File: config.mk
export PLATFORM = sky130hd
export DESIGN_NAME = udp_tx_sched
export DESIGN_NICKNAME = d
export VERILOG_FILES = /design/src/rtl/udp_tx_sched.sv
export SDC_FILE = /design/constraint.sdc
export NUM_CORES = 1
export LEC_CHECK = 0
export CAP_MARGIN = 5
export CORE_MARGIN = 3
export CORE_UTILIZATION = 40
export CTS_CLUSTER_DIAMETER = 40
export CTS_CLUSTER_SIZE = 24
export DETAILED_ROUTE_END_ITERATION = 7
export PLACE_DENSITY = 0.83
export SLEW_MARGIN = 20
export SYNTH_ARGS = -nofsm -noshare
export SYNTH_HDL_FRONTEND = slang
export SYNTH_SLANG_ARGS = --single-unit
File: constraint.sdc
create_clock -name clk -period 4.02 [get_ports clk]
set_input_delay 0.402 -clock clk [delete_from_list [all_inputs] [get_ports clk]]
set_output_delay 0.402 -clock clk [all_outputs]
set_load 0.01 [all_outputs]
File: src/rtl/udp_tx_sched.sv
// udp_tx_sched: two-channel round-robin scheduler in front of the UDP TX engine.
// Optional SEND watchdog enabled by defining UDP_SCHED_TIMEOUT_EN.
module udp_tx_sched #(
    parameter int IFG_CYCLES     = 12,
    parameter int TIMEOUT_CYCLES = 65535
) (
    input  logic        clk,
    input  logic        rst_n,
    input  logic        req0,
    input  logic        req1,
    input  logic [15:0] byte_num0,
    input  logic [15:0] byte_num1,
    input  logic [31:0] data0,
    input  logic [31:0] data1,
    output logic        rd0,
    output logic        rd1,
    output logic        done0,
    output logic        done1,
    output logic        tx_start_en,
    output logic [15:0] tx_byte_num,
    output logic [31:0] tx_data,
    input  logic        tx_req,
    input  logic        tx_done,
    output logic [1:0]  grant,
    output logic        busy,
    output logic        err
);

    localparam int          GAP_LEN  = (IFG_CYCLES < 2) ? 2 : IFG_CYCLES;
    localparam logic [15:0] GAP_LAST = 16'(GAP_LEN - 1);

    typedef enum logic [1:0] {
        S_IDLE,
        S_START,
        S_SEND,
        S_GAP
    } state_t;

    state_t      state_q, state_d;
    logic [1:0]  grant_q, grant_d;
    logic [15:0] bytes_q, bytes_d;
    logic        rr_q, rr_d;
    logic [1:0]  done_q, done_d;
    logic        err_q, err_d;
    logic [15:0] gap_q, gap_d;
    logic        win1;
    logic [15:0] win_bytes;

`ifdef UDP_SCHED_TIMEOUT_EN
    localparam logic [15:0] TO_LAST = 16'(TIMEOUT_CYCLES - 1);
    logic [15:0] to_q, to_d;
`endif

    // Channel 1 wins when alone, or when both ask and the pointer favours it.
    assign win1      = req1 & (~req0 | rr_q);
    assign win_bytes = win1 ? byte_num1 : byte_num0;

    // State and bookkeeping registers.
    always_ff @(posedge clk) begin
        if (!rst_n) begin
            state_q <= S_IDLE;
            grant_q <= 2'b00;
            bytes_q <= 16'd0;
            rr_q    <= 1'b0;
            done_q  <= 2'b00;
            err_q   <= 1'b0;
            gap_q   <= 16'd0;
`ifdef UDP_SCHED_TIMEOUT_EN
            to_q    <= 16'd0;
`endif
        end else begin
            state_q <= state_d;
            grant_q <= grant_d;
            bytes_q <= bytes_d;
            rr_q    <= rr_d;
            done_q  <= done_d;
            err_q   <= err_d;
            gap_q   <= gap_d;
`ifdef UDP_SCHED_TIMEOUT_EN
            to_q    <= to_d;
`endif
        end
    end

    // Next-state logic: arbitration, completion and inter-packet gap.
    always_comb begin
        state_d = state_q;
        grant_d = grant_q;
        bytes_d = bytes_q;
        rr_d    = rr_q;
        done_d  = 2'b00;
        err_d   = 1'b0;
        gap_d   = gap_q;
`ifdef UDP_SCHED_TIMEOUT_EN
        to_d    = to_q;
`endif
        unique case (state_q)
            S_IDLE: begin
                if (req0 | req1) begin
                    rr_d    = ~win1;
                    bytes_d = win_bytes;
                    if (win_bytes == 16'd0) begin
                        done_d  = win1 ? 2'b10 : 2'b01;
                        grant_d = 2'b00;
                        gap_d   = 16'd0;
                        state_d = S_GAP;
                    end else begin
                        grant_d = win1 ? 2'b10 : 2'b01;
                        state_d = S_START;
                    end
                end
            end
            S_START: begin
                state_d = S_SEND;
`ifdef UDP_SCHED_TIMEOUT_EN
                to_d    = 16'd0;
`endif
            end
            S_SEND: begin
                if (tx_done) begin
                    done_d  = grant_q;
                    grant_d = 2'b00;
                    gap_d   = 16'd0;
                    state_d = S_GAP;
                end
`ifdef UDP_SCHED_TIMEOUT_EN
                else if (to_q == TO_LAST) begin
                    err_d   = 1'b1;
                    done_d  = grant_q;
                    grant_d = 2'b00;
                    gap_d   = 16'd0;
                    state_d = S_GAP;
                end else begin
                    to_d = to_q + 16'd1;
                end
`endif
            end
            S_GAP: begin
                if (gap_q == GAP_LAST) begin
                    state_d = S_IDLE;
                end else begin
                    gap_d = gap_q + 16'd1;
                end
            end
            default: state_d = S_IDLE;
        endcase
    end

    assign tx_start_en = (state_q == S_START);
    assign busy        = (state_q != S_IDLE);
    assign tx_byte_num = bytes_q;
    assign grant       = grant_q;
    assign done0       = done_q[0];
    assign done1       = done_q[1];
    assign rd0         = (state_q == S_SEND) & tx_req & grant_q[0];
    assign rd1         = (state_q == S_SEND) & tx_req & grant_q[1];
    assign tx_data     = grant_q[1] ? data1 :
                         grant_q[0] ? data0 : 32'd0;
`ifdef UDP_SCHED_TIMEOUT_EN
    assign err = err_q;
`else
    assign err = 1'b0;
`endif

endmodule

# [Yosys cells after proc, flatten, opt, wreduce, memory -nomap -nowiden]
# Cells that the tools add are included.
[totals] regBits=39 inputBits=102
[op_classes] add_sub_neg=1 eq_ne=9 mux=22 n_bitwise=8 n_reduce_logical=9
[op_table] operator="$mux W16" n=5
[op_table] operator="$mux W32" n=2
[op_table] operator="$pmux W16 S3" n=1
[op_table] operator="$mux W2" n=11
[op_table] operator="$add A16 B1 Y16 const B" n=1
[op_table] operator="$eq A16 B4 Y1 const B" n=1
[op_table] operator="$logic_not A16 Y1" n=1
[op_table] operator="$ne A2 B2 Y1 const B" n=5
[op_table] operator="$pmux W2 S2" n=2
[op_table] operator="$pmux W2 S4" n=1
[op_table] operator="$reduce_and A3 Y1" n=2
[op_table] operator="$reduce_and A5 Y1" n=1
[op_table] operator="$and A1 B1 Y1" n=4
[op_table] operator="$eq A2 B2 Y1 const B" n=2
[op_table] operator="$reduce_bool A2 Y1" n=2
[op_table] operator="$reduce_bool A3 Y1" n=1
[op_table] operator="$eq A2 B1 Y1 const B" n=1
[op_table] operator="$logic_not A2 Y1" n=1
[op_table] operator="$not A1 Y1" n=2
[op_table] operator="$or A1 B1 Y1" n=2
[op_table] operator="$reduce_and A2 Y1" n=1

# [Longest topological paths before layout]
[logic_depth] word_depth=8 mapped_depth=9 depth_no_buf=8

# [Least setup slack after synthesis]
# No wires, ideal clock.
[synth_path] path_type="register to register" from="reg state_q[0]" to="reg gap_q[13]" setup_time_ns=0.088 arrival_ns=2.079 setup_slack_ns=1.853 path_stages_with_launch=9 synth_period_minus_slack_ns=2.167 cell_sequence="dfxtp_1 inv_1 ha_1 buf_6 nor2b_1 a211o_1 a2111oi_4 a21oi_1 a311oi_2"
[synth_via] elab_chain_cells=3
[synth_lines] item="start: declaration" line="39" rtl="state_t state_q, state_d;"
[synth_lines] item="start signal: assignment" line="72" rtl="state_q <= state_d;"
[synth_lines] item="$eq A2 B2 Y1 / $logic_not A2 Y1 (equally long branches)" line="97" rtl="unique case (state_q)"
[synth_lines] item="$ne A2 B2 Y1 (no line) / $reduce_bool A3 Y1 (equally long branches)"
[synth_lines] item="$reduce_and A5 Y1 (no line)"
[synth_lines] item="end signal: assignment" line="78" rtl="gap_q <= gap_d;"
[synth_lines] item="end: declaration" line="45" rtl="logic [15:0] gap_q, gap_d;"
# Several ways; a longest one is shown, not always the timed one.
# A chain may end at the register's enable or synchronous reset.

# [Worst setup path in the final report]
[layout_path] from="reg grant_q[1] (netlist: grant[1])" to="out tx_data[19]"
[layout_via] elab_chain_cells=1
[layout_lines] item="start: declaration" line="40" rtl="logic [1:0] grant_q, grant_d;"
[layout_lines] item="start signal: assignment" line="73" rtl="grant_q <= grant_d;"
[layout_lines] item="$mux W32" line="157" rtl="assign tx_data = grant_q[1] ? data1 :"
[layout_lines] item="end: declaration" line="21" rtl="output logic [31:0] tx_data,"
# No other way between the ends.

==> metrics.md <==
| Metric | Value |
|---|---|
| TritonCTS clock tree | `yes` |
| Grt ovf | `0` |
| Synthesized flop and latch total | `39` |
| Critical Path Fanout Max | `37` |
| GR Util All Layers | `25.2%` |
| Final setup viols | `0` |
| Multi-input gate area | `1560 um^2` |
| Largest net degree at the start of global routing | `38` |
| Leak pwr | `1.49 nW` |
| FILL cells | `491` |
| Most frequent cells in the layout | `clkdlybuf4s50_1, nand2_1, dfxtp_1` |
| R2r setup slk | `1.54 ns` |
| Tightest Hold Check Type | `reg2reg` |
| Root buf cell | `clkbuf_8` |
| Outcome | `completed` |
| Critical path required time | `3.62 ns` |
| Die Width | `84.6 um` |
| Fin crit share | `72.7%` |
| Crit path arrival time | `2.52 ns` |
| Ys Warns | `0` |
| Ys flop type | `dfxtp_1` |
| Clock slew at reported path FFs | `0.08 ns` |
| Drt total wl | `9390 um` |
| Asr flop ratio synth | `0%` |
| PortBufs | `157` |
| Post-route clock skew | `0.00798 ns` |
| Initial antenna violation count | `0` |
| FF/Latch Area | `781 um^2` |
| Die height | `84.6 um` |
| Crit path time final | `2.92 ns` |
| H-Tree Level Count | `2` |
| Seq/Total Area, Yosys | `31.6%` |
| Final routed DRC violation total | `0` |
| Hold_buf cts | `0` |
| Power Density | `512 nW/um^2` |
| Yosys top cell by area | `dfxtp_1` |
| Area delta synth->final | `67.9%` |
| Setup crit start kind | `register` |
| Final Hold Slack | `0.500 ns` |
| Pins Over Slew Limit | `0` |
| Tightest Pin Transition | `1.08 ns` |
| Initial DRC Count | `159` |
| Number of flops mapped to enable cells by yosys | `0` |
| Worst setup path startpoint | `grant[1]` |
| Clock latency on the worst-skew pair | `0.29 ns` |
| GRT busiest layer | `met2` |
| Top Ports | `159` |
| Max-slew headroom | `27.9%` |
| Antenna-violating nets left | `0` |
| Post-place instance area | `4060 um^2` |
| RSZ-0062 raised after global routing | `no` |
| Clock Sinks | `39` |
| Reg2reg path depth | `8` |
| Core area | `5960 um^2` |
| Critical R2R Launch | `state_q[0]` |
| Leading post-synthesis cells by cell area | `dfxtp_1, a22o_1, nand2_1` |
| Met2 Use GR | `45.5%` |
| Final Cell Area | `4150 um^2` |
| Via count | `3035` |
| Post-CTS Setup Repair Bufs | `0` |
| Row Count | `28` |
| Critical Path Sink Type | `output port` |
| Clock buffer count from CTS | `5` |
| DRT Pass-1 Iters | `4` |
| Clock Path Buffers | `2` |
| GP Congestion | `0.862` |
| Fmax | `0.342 GHz` |
| Inserted Diodes | `0` |
| Maxcap violations | `0` |
| Met3 GRT Util | `4.81%` |
| Ratio of cells with drive above 1 in the final layout | `5.07%` |
| Commonest non-fill, non-tap cell in the layout | `clkdlybuf4s50_1` |
| Mapped Avg Cell Area | `7.93 um^2` |
| First-pass GRT wire length | `14800 um` |
| Met1 usage | `30.4%` |
| Vias in the first global route | `2888` |
| DIE AREA | `7160 um^2` |
| Avg WL per Cell | `17.7 um` |
| Synthesized area | `2470 um^2` |
| Final hold violations | `0` |
| Vias/cell | `5.74` |
| R2R Path End | `gap_q[5]` |
| Worst setup endpoint | `tx_data[19]` |
| PostCTS Resize Cnt | `0` |
| Synth Instances | `312` |
| WS Path Type | `reg2out` |
| Fin nets | `561` |
| Unique masters post-synth | `46` |
| Max rail drop VDD | `0.000322 V` |
| Setup TNS Final | `0 ns` |
| Net Count, Synth | `419` |
| Top-area cell type share of the netlist area | `31.6%` |
| Initial Util | `41.5%` |
| Post-DP HPWL | `7340 um` |
synthesized netlist by cell type, drive strengths merged (6+ instances only):
cell,instances
nand2,55
dfxtp,39
a22o,32
nor2,26
clkbuf,22
a311oi,19
nor4,15
nand3,12
a21oi,11
inv,9
nor3,8
o21ai,7
o21a,6
worst min path at each step:
| stage | from | end | slack, ns | cells past startpoint |
|---|---|---|---|---|
| 6_report | tx_byte_num[8] | tx_byte_num[8] | 0.50 | 2 |
| 5_1_grt | state_q[1] | state_q[1] | 0.51 | 2 |
| 4_1_cts | tx_byte_num[8] | tx_byte_num[8] | 0.50 | 2 |
| 3_5_place_dp | tx_byte_num[7] | tx_byte_num[7] | 0.49 | 2 |
| 3_3_place_gp | state_q[1] | state_q[1] | 0.48 | 2 |
| 2_1_floorplan | gap_q[15] | gap_q[15] | 0.46 | 1 |
logic make-up (layout without fill, tap and decap cells):
group	after synthesis	in the layout	share of synthesized area (%)
adder cells (fa/ha/maj)	5	5	2.53
flip-flops	39	39	31.6
AND/OR/NAND/NOR	131	131	24.7
buffers and inverters	35	177	5.82
AO/OA/AOI/OAI	100	100	34.3
other	1	1	0.152
multiplexers	1	1	0.910
worst max-delay path: stages, from the launching register on:
cell and delay [ns]:
dfxtp_1 0.30, buf_4 0.24, nor2b_2 0.59, buf_4 0.34
a22o_1 0.18, clkdlybuf4s50_1 0.56
report_power, final:
part | switching [mW] | total [mW] | leakage (nW) | internal, mW
sequential | 0.0510 | 0.521 | 0.319 | 0.470
clock | 0.136 | 0.271 | 0.0470 | 0.135
combinational | 0.666 | 1.33 | 1.12 | 0.668
total | 0.853 | 2.13 | 1.49 | 1.27
registers in the layout, summed over array words and instances, names as in the netlist:
| register | count |
|---|---|
| gap_q | 16 |
| tx_byte_num | 16 |
| done_q | 2 |
| grant | 2 |
| state_q | 2 |
| rr_q | 1 |
per-layer routing:
layer / share of wire, % / vias to the layer above
li1: - / 1470
met1: 41 / 1422
met2: 51 / 131
met3: 6.7 / 12
met4: 1.4 / 0
met5: 0 / -
per-stage QoR:
step | setup WS, ns | std cells | util, % | power (mW)
detailed placement | 1.19 | 522 | 68.2 | 1.86
floorplan | 1.85 | 312 | - | 1.20
finish | 1.10 | 529 | 69.7 | 2.13
global placement | 1.19 | 522 | 68.2 | 1.85
global route | 0.940 | 529 | 69.7 | 2.25
CTS | 1.08 | 529 | 69.6 | 2.13
layout make-up:
class                           instances  area share [%]
Timing Repair Buffer                  160            38.4
Multi-Input combinational cell        238            37.5
Sequential cell                        39            18.8
Tap cell                               75            2.26
Clock buffer                            6            1.99
Inverter                               10           0.904
Clock inverter                          1           0.121
Note: power is estimated with default switching activity, not from simulation.
